===== config.mk =====
export PLATFORM = sky130hd
export DESIGN_NAME = mem_read_sequencer
export DESIGN_NICKNAME = d
export VERILOG_FILES = /design/src/rtl/mem_seq_pkg.sv /design/src/rtl/rd_adrs_counter.sv /design/src/rtl/mem_read_sequencer.sv
export SDC_FILE = /design/constraint.sdc
export NUM_CORES = 1
export LEC_CHECK = 0
export ABC_AREA = 1
export BUFFER_PORTS_ARGS = -buffer_cell sky130_fd_sc_hd__buf_2
export CAP_MARGIN = 20
export CORE_MARGIN = 2
export CORE_UTILIZATION = 35
export DETAILED_ROUTE_END_ITERATION = 16
export PLACE_DENSITY = 0.72
export SYNTH_ARGS = -nofsm -noshare
export SYNTH_HDL_FRONTEND = slang
export SYNTH_SLANG_ARGS = --single-unit

===== constraint.sdc =====
create_clock -name clk -period 1.4 [get_ports clk]
set_clock_uncertainty 0.05 [all_clocks]
set_input_delay 0.14 -clock clk [delete_from_list [all_inputs] [get_ports clk]]
set_output_delay 0.14 -clock clk [all_outputs]
set_load 0.01 [all_outputs]

===== src/rtl/mem_seq_pkg.sv =====
// Shared constants for the memory sequencer pair (write side and read side).
// Holds the FSM state encoding and the default memory geometry so both tops
// agree on widths without repeating literals.
package mem_seq_pkg;

  // Default memory geometry.
  localparam int unsigned MEM_ADRS_WIDTH = 2;
  localparam int unsigned MEM_WORD_DEPTH = 4;
  localparam int unsigned MEM_WORD_WIDTH = 8;

  // Read sequencer state encoding (kept as plain constants for legacy tools).
  localparam logic [2:0] S_IDLE = 3'd0;
  localparam logic [2:0] S_READ = 3'd1;
  localparam logic [2:0] S_WAIT = 3'd2;
  localparam logic [2:0] S_HOLD = 3'd3;
  localparam logic [2:0] S_DONE = 3'd4;

endpackage


===== src/rtl/rd_adrs_counter.sv =====
// Read address counter for mem_read_sequencer.
// Counts 0 .. WORD_DEPTH-1 and flags the final word. The terminal value is
// WORD_DEPTH-1, so non-power-of-two depths never reach unused addresses.
//   clk     : rising-edge clock
//   rst     : asynchronous active-low reset
//   clear   : force the address back to 0 (wins over inc)
//   inc     : advance to the next address
//   adrs    : current address
//   is_last : adrs == WORD_DEPTH-1
module rd_adrs_counter #(
  parameter int unsigned ADRS_WIDTH = 2,
  parameter int unsigned WORD_DEPTH = 4
) (
  input  logic                  clk,
  input  logic                  rst,
  input  logic                  clear,
  input  logic                  inc,
  output logic [ADRS_WIDTH-1:0] adrs,
  output logic                  is_last
);

  localparam logic [ADRS_WIDTH-1:0] LastAdrs = ADRS_WIDTH'(WORD_DEPTH - 1);

  logic [ADRS_WIDTH-1:0] adrs_q, adrs_d;

  always_comb begin
    adrs_d = adrs_q;
    if (clear) begin
      adrs_d = '0;
    end else if (inc) begin
      // Wrap at the terminal word rather than the natural counter width.
      adrs_d = (adrs_q == LastAdrs) ? '0 : adrs_q + ADRS_WIDTH'(1);
    end
  end

  always_ff @(posedge clk or negedge rst) begin
    if (!rst) begin
      adrs_q <= '0;
    end else begin
      adrs_q <= adrs_d;
    end
  end

  assign adrs    = adrs_q;
  assign is_last = (adrs_q == LastAdrs);

endmodule


===== src/rtl/mem_read_sequencer.sv =====
// Reads WORD_DEPTH words of a synchronous-read memory in ascending order on a
// start pulse, presents each word on a valid/ready stream, then pulses done.
//   clk       : rising-edge clock
//   rst       : asynchronous active-low reset
//   start     : sequence request, only honoured while idle
//   rd_en     : memory read enable, one cycle per word
//   rd_adrs   : memory read address (the current word address)
//   rd_data   : memory read data, valid the cycle after rd_en
//   out_valid : out_data holds a word
//   out_ready : consumer accepts the word when out_valid is high
//   out_data  : registered word
//   out_last  : high with out_valid on the final word
//   busy      : any state other than idle
//   done      : one-cycle pulse after the final handshake
// All control outputs are decoded from registered state only.
module mem_read_sequencer
  import mem_seq_pkg::*;
#(
  parameter int unsigned ADRS_WIDTH = MEM_ADRS_WIDTH,
  parameter int unsigned WORD_DEPTH = MEM_WORD_DEPTH,
  parameter int unsigned WORD_WIDTH = MEM_WORD_WIDTH
) (
  input  logic                  clk,
  input  logic                  rst,
  input  logic                  start,
  output logic                  rd_en,
  output logic [ADRS_WIDTH-1:0] rd_adrs,
  input  logic [WORD_WIDTH-1:0] rd_data,
  output logic                  out_valid,
  input  logic                  out_ready,
  output logic [WORD_WIDTH-1:0] out_data,
  output logic                  out_last,
  output logic                  busy,
  output logic                  done
);

  logic [2:0]            state_q, state_d;
  logic [WORD_WIDTH-1:0] data_q, data_d;
  logic                  cnt_clear;
  logic                  cnt_inc;
  logic [ADRS_WIDTH-1:0] adrs;
  logic                  is_last;

  rd_adrs_counter #(
    .ADRS_WIDTH (ADRS_WIDTH),
    .WORD_DEPTH (WORD_DEPTH)
  ) u_rd_adrs_counter (
    .clk     (clk),
    .rst     (rst),
    .clear   (cnt_clear),
    .inc     (cnt_inc),
    .adrs    (adrs),
    .is_last (is_last)
  );

  always_comb begin
    state_d   = state_q;
    data_d    = data_q;
    cnt_clear = 1'b0;
    cnt_inc   = 1'b0;
    case (state_q)
      S_IDLE: begin
        if (start) begin
          state_d   = S_READ;
          cnt_clear = 1'b1;
        end
      end
      S_READ: begin
        state_d = S_WAIT;
      end
      S_WAIT: begin
        // Memory returns the word one cycle after rd_en.
        data_d  = rd_data;
        state_d = S_HOLD;
      end
      S_HOLD: begin
        if (out_ready) begin
          if (is_last) begin
            state_d = S_DONE;
          end else begin
            cnt_inc = 1'b1;
            state_d = S_READ;
          end
        end
      end
      S_DONE: begin
        cnt_clear = 1'b1;
        state_d   = S_IDLE;
      end
      default: begin
        cnt_clear = 1'b1;
        state_d   = S_IDLE;
      end
    endcase
  end

  always_ff @(posedge clk or negedge rst) begin
    if (!rst) begin
      state_q <= S_IDLE;
      data_q  <= '0;
    end else begin
      state_q <= state_d;
      data_q  <= data_d;
    end
  end

  assign rd_en     = (state_q == S_READ);
  assign rd_adrs   = adrs;
  assign out_valid = (state_q == S_HOLD);
  assign out_last  = (state_q == S_HOLD) && is_last;
  assign out_data  = data_q;
  assign busy      = (state_q != S_IDLE);
  assign done      = (state_q == S_DONE);

endmodule


==> results.toml <==
[outcome]
status = "finished clean"

[timing]
tightest_slew_ns = 0.307
hold_viol_final = 0
period_needed_ns = 1.35
worst_hold_slack_ns = 0.0550
drv_slew = 0
setup-violations-final = 0
period_share_pct = 96.4
rsz0062_at_grt = "yes"
relSlewSlack_pct = 79.5
fmax_mhz = 741

[floorplan]
start_util_pct = 36.6
die-area_sq_um = 2120
core_sq_um = 1690
num_io_pins = 27
die_height_um = 46.0
row_count = 15
fp.dieW_um = 46.0

[detailed_routing]
vias_per_cell = 4.70
wire_per_inst_um = 10.6
final_antenna_net_count = 0
drc_errors = 0
drt_iter0_drc = 11
postRouteWirelength_um = 1370
dr_total_vias = 611
drt-pass1-iter-count = 4

[grt]
grt_pass1_vias = 499
grt_usage_pct = 14.2
grt_max_degree = 14
antenna_found_initial = 0
grt_pass1_wl_um = 2130
grt_overflow = 0

[layout]
nets = 127
drive_above_1_share_pct = 45.1
mostFrequentLayoutCells = "buf_2 (26), nand2_1 (25), nand3_1 (13)"
layout.cells.non_filler = 130
final_common_cell = "buf_2"
n_antenna_cell = 0
num-fill-cells = 176
syn2layout_area_growth_pct = 43.9

[worst_setup_path]
ff2ff_setup_slack_ns = 0.17
reg2regPathDepth = 5
cp.arrival_ns = 1.16
r2r_start = "state_q[2]"
worstReg2RegEnd = "state_q[0]"
worstSetupPathType = "reg -> out"
required_ns = 1.21
setup.worst_path.start_class = "register"
worstPathMaxFanout = 3
worstSetupEndpointType = "primary output"

[pwr]
pwr-share-seq_pct = 34.6
intPower_mw = 1.14
cellPowerDensity_nw_per_um2 = 2210
switching_share_pct = 42.3
p_total_mw = 1.97
clkPwrFrac_pct = 11.2
ir_drop_mv = 0.829
switchingPower_mw = 0.832
leakagePower_nw = 0.507
comb_power_share_pct = 54.2

[synthesis]
synth.distinct_cells = 16
synth_area_sq_um = 618
synthCells = 75
ys_ff_latch = 13
yosys_warnings = 0
yosysSeqAreaShare_pct = 52.6
synth.avg_cell_area_sq_um = 8.24
synth_fp_nets = 88

[clocking]
cts_tree = "yes"
cts-htree-levels = 1
path_clk_slew_ns = 0.08
cts-root-buf = "clkbuf_4"
numCtsBuffers = 3
clock_path_buffers = 2
insertion_delay_ns = 0.27
clock-sinks = 13

[place]
portBuffers = 26
place.gp.congestion = 0.745
post-dp-hpwl_um = 973
dpl.cell_count = 118

[hold_path]
worstHoldPathType = "in -> reg"
min_from = "rd_data[2]"
holdPathStages = 3
hold_path_end = "out_data[2]"

[flow_run]
maxCapViolations = 0
## power groups by stage
stage | logic, mW | registers, mW | clock network [mW]
after floorplan | 0.527 | 0.726 | 0
after detailed placement | 0.893 | 0.681 | 0
final | 1.07 | 0.681 | 0.220
after global placement | 0.876 | 0.680 | 0
after CTS | 0.967 | 0.684 | 0.233
after global routing | 1.22 | 0.699 | 0.252
## synth_stat cells (all sizes together)
master | count | area share [%]
inv | 8 | 4.9
nand4 | 2 | 2.0
buf | 2 | 2.0
ha | 1 | 2.0
nand3b | 1 | 1.2
nand2 | 27 | 17
dfrtp | 13 | 53
nor3 | 2 | 2.4
nand3 | 13 | 11
a21oi | 1 | 0.81
nor2 | 5 | 4.3
## layout make-up
type,count,area (sq um),share of cell area (%)
Sequential cell,13,329,37.0
Multi-Input combinational cell,52,272,30.5
Timing Repair Buffer,36,211,23.8
Inverter,8,30.0,3.38
Clock buffer,4,26.3,2.95
Tap cell,17,21.3,2.39
## worst max-delay path: stages (launching register included)
cell and delay (ns):
dfrtp_2 0.45, buf_4 0.16, nor3_4 0.14, buf_2 0.14
## metal layers
metal,up-vias,track usage [%],wire length (um)
met1,270,18.9,618
met2,24,21.9,644
met5,-,0,0
li1,317,-,-
met3,0,2.78,110
met4,0,6.86,0
## registers in the layout, summed over array words and instances (netlist names)
signal and count:
u_rd_adrs_counter.adrs 2, out_data 8, state_q 3
## logic make-up (layout without fill, tap and decap cells)
group                    Yosys count  count (layout)  share of synthesized area, %
AND/OR/NAND/NOR                   50              50                          37.6
AO/OA/AOI/OAI                      1               1                         0.809
buffers and inverters             10              48                          6.88
flip-flops                        13              13                          52.6
adder cells (fa/ha/maj)            1               1                          2.02
## what timing repair did
action,in CTS,in global routing
hold endpoints to repair,13,0
hold buffers,1,0
setup buffers,2,5
pin swaps,1,4
gates resized for setup,5,6
endpoints found under the setup margin,6,4
## how the worst max path moves through the flow
stage / from / end / slack, ns / depth (start not counted)
2_1_floorplan: state_q[2] / state_q[0] / 0.25 / 7
6_report: state_q[0] / done / 0.05 / 3
3_5_place_dp: state_q[2] / state_q[0] / -0.03 / 5
4_1_cts: state_q[1] / out_last / 0.01 / 5
3_3_place_gp: state_q[2] / state_q[0] / 0.06 / 5
5_1_grt: state_q[1] / out_last / -0.006 / 5
## per-stage QoR
step | setup slack [ns] | util [%] | TNS [ns] | instance area, sq um
after detailed placement | -0.0291 | 45.7 | -0.0291 | 772
after floorplan | 0.254 | - | 0 | 618
after CTS | 0.0104 | 49.6 | 0 | 837
final | 0.0504 | 52.7 | 0 | 890
after global routing | -0.00644 | 52.7 | -0.00647 | 890
after global placement | 0.0554 | 45.7 | 0 | 772
No activity file was read; power rests on OpenSTA's default activity.
